--- config.mk ---
export PLATFORM = sky130hd
export DESIGN_NAME = extend_20to32
export DESIGN_NICKNAME = d
export VERILOG_FILES = /design/src/rtl/riscv_pkg.sv /design/src/rtl/uimm_shift.sv /design/src/rtl/extend_20to32.sv
export SDC_FILE = /design/constraint.sdc
export NUM_CORES = 1
export LEC_CHECK = 0
export CORE_ASPECT_RATIO = 0.8
export CORE_MARGIN = 1
export CORE_UTILIZATION = 45
export DETAILED_ROUTE_END_ITERATION = 6
export HOLD_SLACK_MARGIN = 0.08
export MAX_ROUTING_LAYER = met4
export PLACE_DENSITY = 0.89
export SYNTH_ARGS = -nofsm -noshare
export SYNTH_HDL_FRONTEND = slang
export SYNTH_SLANG_ARGS = --single-unit
--- constraint.sdc ---
create_clock -name clk -period 1.6 [get_ports clk]
set_input_delay 0.32 -clock clk [delete_from_list [all_inputs] [get_ports clk]]
set_output_delay 0.32 -clock clk [all_outputs]
set_load 0.01 [all_outputs]
--- src/rtl/riscv_pkg.sv ---
// Shared RISC-V datapath constants and the U-type result select encoding.
package riscv_pkg;

    localparam int XLEN  = 32;
    localparam int IMM_W = 20;
    localparam int LOW_W = XLEN - IMM_W;

    typedef enum logic {
        UTYPE_LUI   = 1'b0,
        UTYPE_AUIPC = 1'b1
    } utype_sel_e;

endpackage

--- src/rtl/uimm_shift.sv ---
// Places a U-type immediate in the upper bits of a word, zero-filling the low bits.
module uimm_shift #(
    parameter int IMM_W = 20,
    parameter int LOW_W = 12
) (
    input  logic [IMM_W-1:0]       imm,
    output logic [IMM_W+LOW_W-1:0] imm_ext
);

    // Plain concatenation: the top immediate bit is not treated as a sign.
    assign imm_ext = {imm, {LOW_W{1'b0}}};

endmodule

--- src/rtl/extend_20to32.sv ---
// U-type immediate extender: combinational LUI value for decode and a
// registered LUI/AUIPC result for execute.
module extend_20to32
    import riscv_pkg::*;
#(
    parameter int XLEN_P  = XLEN,
    parameter int IMM_W_P = IMM_W,
    parameter int LOW_W_P = XLEN_P - IMM_W_P
) (
    input  logic               clk,
    input  logic               rst,
    input  logic [IMM_W_P-1:0] Extender,
    output logic [XLEN_P-1:0]  Extendido,
    input  logic               en,
    input  logic               sel_auipc,
    input  logic [XLEN_P-1:0]  pc,
    output logic [XLEN_P-1:0]  result_q,
    output logic               valid_q
);

    logic [XLEN_P-1:0] imm_ext;
    logic [XLEN_P-1:0] next_result;
    logic [XLEN_P-1:0] result_d;
    logic              valid_d;
    utype_sel_e        sel;

    uimm_shift #(
        .IMM_W(IMM_W_P),
        .LOW_W(LOW_W_P)
    ) u_uimm_shift (
        .imm    (Extender),
        .imm_ext(imm_ext)
    );

    assign Extendido = imm_ext;
    assign sel       = utype_sel_e'(sel_auipc);

    // Handshake: valid_q is a one-cycle strobe, high only after an edge that
    // sampled en=1; there is no ready, so a consumer must take it that cycle.
    always_comb begin
        next_result = imm_ext;
        result_d    = result_q;
        valid_d     = 1'b0;
        if (sel == UTYPE_AUIPC) begin
            next_result = pc + imm_ext;  // carry out dropped, wraps mod 2^XLEN
        end
        if (en) begin
            result_d = next_result;
            valid_d  = 1'b1;
        end
    end

    always_ff @(posedge clk or posedge rst) begin
        if (rst) begin
            result_q <= '0;
            valid_q  <= 1'b0;
        end else begin
            result_q <= result_d;
            valid_q  <= valid_d;
        end
    end

endmodule

After elaboration in Yosys (flattened, before gate mapping):

Index checks and enable logic that the tools add are counted.

* flip-flop bits (word level): 33
* latch bits: 0
* memory bits (writable): 0
* ROM bits: 0
* output and inout port bits: 65
* logic and storage cells: 5
* memories kept: 0

* add/sub/neg operators: 1
* $mul: 0
* divide/modulo/power cells: 0
* order comparisons: 0
* eq/ne operators: 0
* shifts and indexed selects: 0
* multiplexer cells: 2
* bitwise gates (word level): 0
* reduce and logical (&&, ||, !) cells: 0

Operators with widths (count)
* $add A32 B32 Y32: 1
* $mux W32: 1
* $mux W1: 1

Depth between registers and ports, before layout:

* depth after elaboration: 2
* gate-level depth with buffers: 10

Cells and area by module:

Synthesis repeated with hierarchy kept, for this count alone.

* cell total of the unflattened synthesis: 387
* area, all modules: 3249.4 um^2

By module, submodules not included
* extend_20to32: times used 1, cells an instance 354, area an instance 3005.4 um^2, seq. area each 825.8 um^2
* uimm_shift: times used 1, cells an instance 33, area an instance 244.0 um^2, seq. area each 0.0 um^2

Worst setup path after synthesis:

OpenSTA, ideal clock, no wires.

* kind: input port to flip-flop
* from: in Extender[0]
* to: reg result_q[30]
* data arrival time: 2024 ps
* required time: 1476 ps
* slack: -548 ps
* cell stages on the path: 10
* buffers on the path: 0
* cells stage by stage: ha_1 > inv_1 > fa_1 > and2b_1 > o2111ai_1 > a21oi_1 > nor2_1 > o21ai_1 > mux2i_1 > a211o_1

* longest elaborated chain between the ends: 2

Ends and longest elaborated chain
* from (decl): line extend_20to32.sv:12 `input logic [IMM_W_P-1:0] Extender,`
* $add A32 B32 Y32: line extend_20to32.sv:45 `next_result = pc + imm_ext;`
* $mux W32: line extend_20to32.sv:44 `if (sel == UTYPE_AUIPC) begin`
* to (signal assigned): line extend_20to32.sv:58 `result_q <= result_d;`
* to (decl): line extend_20to32.sv:17 `output logic [XLEN_P-1:0] result_q,`

No other way between the ends.
A chain may end at the register's enable or synchronous reset.

Final worst setup path:

* from: in Extender[0]
* to: reg result_q[24]

Same word-level chain as after synthesis.

==> results.toml <==
[floorplan]
io-pin-count = 121
initial_utilization_pct = 48.53
floorplan.die_area_mm2 = 0.005891
die_w_um = 85.56
placementRows = 23
chipHeight_um = 68.85
core_region_area_mm2 = 0.005180

[route]
routed-via-count = 3407
drc_errors = 0
antenna_violating_nets_post_route = 0
avgRoutedWirePerCell_um = 24.78
dr.first_iter.drc_count = 486
vias_per_cell = 6.477
routed_wl_um = 13040
dr.pass1.iters = 7

[status]
violated_checks = "negative setup slack"
status = "complete, but fails checks"

[cts]
insertion_delay_ps = 300
cts_tree = "yes"
clockRootBuffer = "clkbuf_8"
cts_hold_buffers = 0
clock_pin_slew_on_the_worst_setup_and_hold_paths_ps = 90
numClockSinks = 33
clockBufferDepth = 2
cts-htree-levels = 2
cts_inserted_buffers = 5

[timing]
clock-skew-final_ps = 0
final_max_slew_viol_count = 0
final_hold_viol_count = 0
max_transition_margin_pct = 39.40
finalWorstSetupSlack_ps = -545.0
grt_setup_unrepaired = "yes"
fmax_mhz = 466.2
fin_crit_period_ps = 2145
max_slew.worst_pin.slew_ps = 905.6
final.period_utilization_pct = 134.1
finalSetupViolations = 18

[global_route]
grt_start_max_net_pins = 34
grt_pass1_vias = 3240
gr-usage-all-layers_pct = 38.28
grt_antenna_before_repair = 0
grt-ovfl-total = 0
first_pass_grt_wire_length_um = 16530

[finish]
most_common_cell_after_layout_fill_and_taps_aside = "buf_4"
antenna-diode-count = 0
drive_above_1_share_pct = 41.38
areaGrowthSynthToFinish_pct = 90.94
layout_common_cells = "buf_4 (91), clkdlybuf4s50_1 (67), dfrtp_1 (33), nor2_1 (19)"
design.final.nets = 539
layout.filler_cells = 176

[yosys]
synth_largest_type_area_fraction_pct = 32.85
synth-async-reset-ratio_pct = 100.0
synth_edf_count = 0
ys_warn_count = 0
synth.cell_area_mm2 = 0.002514
avgSynthCellArea_um2 = 9.042
synth.lib_cells_used.distinct = 49
synth_seq_cells = 33
ys.flop_type = "dfrtp_1"
synth.area.top_cells = "dfrtp_1 (33%), buf_4 (9.6%), ha_1 (9.5%)"
synth_top_area_cell = "dfrtp_1"
synth_cells = 278
synth-seq-area-share_pct = 32.85

[power]
power.leakage_nw = 2.185
netSwitchingPower_mw = 1.289
combPwrFrac_pct = 47.6
ir_worst_vdd_mv = 0.5786
power.sequential.fraction_pct = 27.7
pwr_density_cell_mw_per_mm2 = 756.7
netSwitchingFraction_pct = 35.50
cellInternalPower_mw = 2.343
power.clock.fraction_pct = 24.6
totalPowerFinal_mw = 3.632

[setup_path]
critPathTopFamily = "compound AO/OA/AOI/OAI gates"
crit_path_top_delay_cell = "o211ai_1"
worst_setup_path_end_kind = "flop"
worst_stage_delay_on_the_critical_path_ps = 390
timing.setup.critical_path_class = "input port to flop"
crit_path_cell_trace = "buf_8, ha_4, inv_2, fa_2, and2b_2, o2111ai_4, a21oi_4, o211ai_1, nand2_1, xnor2_2, o21ai_1"
largest_fanout_on_the_critical_path = 2
crit_arrival_ps = 2330
worstPathRequired_ps = 1780
start_kind = "input port"
critical_path_buf_inv_count = 2

[place]
dp_hpwl_um = 6349
place_congestion = 0.9434
io_buffer_count = 108
dp_worst_setup_slack_ps = -1137

[hold_path]
holdCritPathClass = "input port to asynchronous set/reset pin"

[run]
maxCapViolCount = 0
power by group through the flow:
stage               combinational (mW)  clock (mW)  sequential (mW)
floorplan                        0.582           0             1.05
global placement                  1.25           0             1.01
detailed placement                1.29           0             1.01
CTS                               1.46       0.862            0.995
global route                      1.78       0.928             1.01
finish                            1.73       0.895             1.01
cell families after synthesis:
logic type / synth area share [%]
multiplexers: 4.032
other: 0.1492
AO/OA/AOI/OAI: 24.74
XOR/XNOR: 4.181
buffers and inverters: 12.44
flip-flops: 32.85
AND/OR/NAND/NOR: 11.35
adder cells (fa/ha/maj): 10.25
what timing repair did:
item | 4_1_cts | 5_1_grt
gates resized for setup | 141 | 45
buffers inserted | 18 | 11
pin swaps | 66 | 59
setup endpoints to repair | 39 | 18
metal layers:
metal	GRT usage [%]	wire (um)	up-vias
met2	64.90	5997	380
li1	-	-	1341
met3	9.048	1465	117
met5	-	0	-
met1	43.77	4668	1569
met4	18.54	904	0
cell usage after synthesis (all sizes together) (2+ instances only):
library cell,instances
buf,35
dfrtp,33
nor2,25
a21oi,22
ha,19
o21ai,16
a22o,12
a21o,9
inv,9
mux2i,9
nand2,9
xnor2,8
a22oi,7
clkbuf,7
a211oi,6
nand4,5
nor3,5
nand3,4
xor2,4
and3,3
o211ai,3
o21a,3
a21boi,2
a221oi,2
a31oi,2
nor3b,2
o21bai,2
or2,2
or3,2
registers in the layout, indices dropped and copies added, names as in the netlist:
signal,flops
result_q,32
valid_q,1
final timing paths:
path	from	end	slack, ps	cells after the start
hold reg to reg	result_q[30]$_DFFE_PP0P_	result_q[30]$_DFFE_PP0P_	520	1
min in group clk	Extender[8]	result_q[20]$_DFFE_PP0P_	430	4
hold / removal	rst	result_q[23]$_DFFE_PP0P_	370	3
setup / recovery	Extender[0]	result_q[24]$_DFFE_PP0P_	-540	11
setup reg to reg	result_q[28]$_DFFE_PP0P_	result_q[28]$_DFFE_PP0P_	570	2
max in group asynchronous	rst	result_q[29]$_DFFE_PP0P_	1040	3
through the flow:
step	hold WS, ps	setup TNS (ps)	utilization [%]	instance area [um^2]	instances
floorplan	351.4	-2901	-	2669	289
global placement	463.2	-18890	79.28	4106	492
detailed placement	470.1	-20250	79.28	4106	492
CTS	376.1	-3088	88.70	4594	516
global route	398.2	-5567	92.66	4800	526
finish	368.6	-5337	92.66	4800	526
worst min-delay path: cells and delay by family:
| kind | cells | cell delay (ps) |
|---|---|---|
| buffers and inverters | 3 | 730 |
layout make-up:
| cell class | count | area [um^2] | share of cell area, % |
|---|---|---|---|
| Clock buffer | 6 | 82.58 | 1.721 |
| Clock inverter | 2 | 37.54 | 0.7821 |
| Inverter | 9 | 33.78 | 0.7039 |
| Multi-Input combinational cell | 205 | 1908 | 39.75 |
| Sequential cell | 33 | 825.8 | 17.21 |
| Tap cell | 62 | 77.57 | 1.616 |
| Timing Repair Buffer | 209 | 1834 | 38.22 |
No activity file was read; power rests on OpenSTA's default activity.
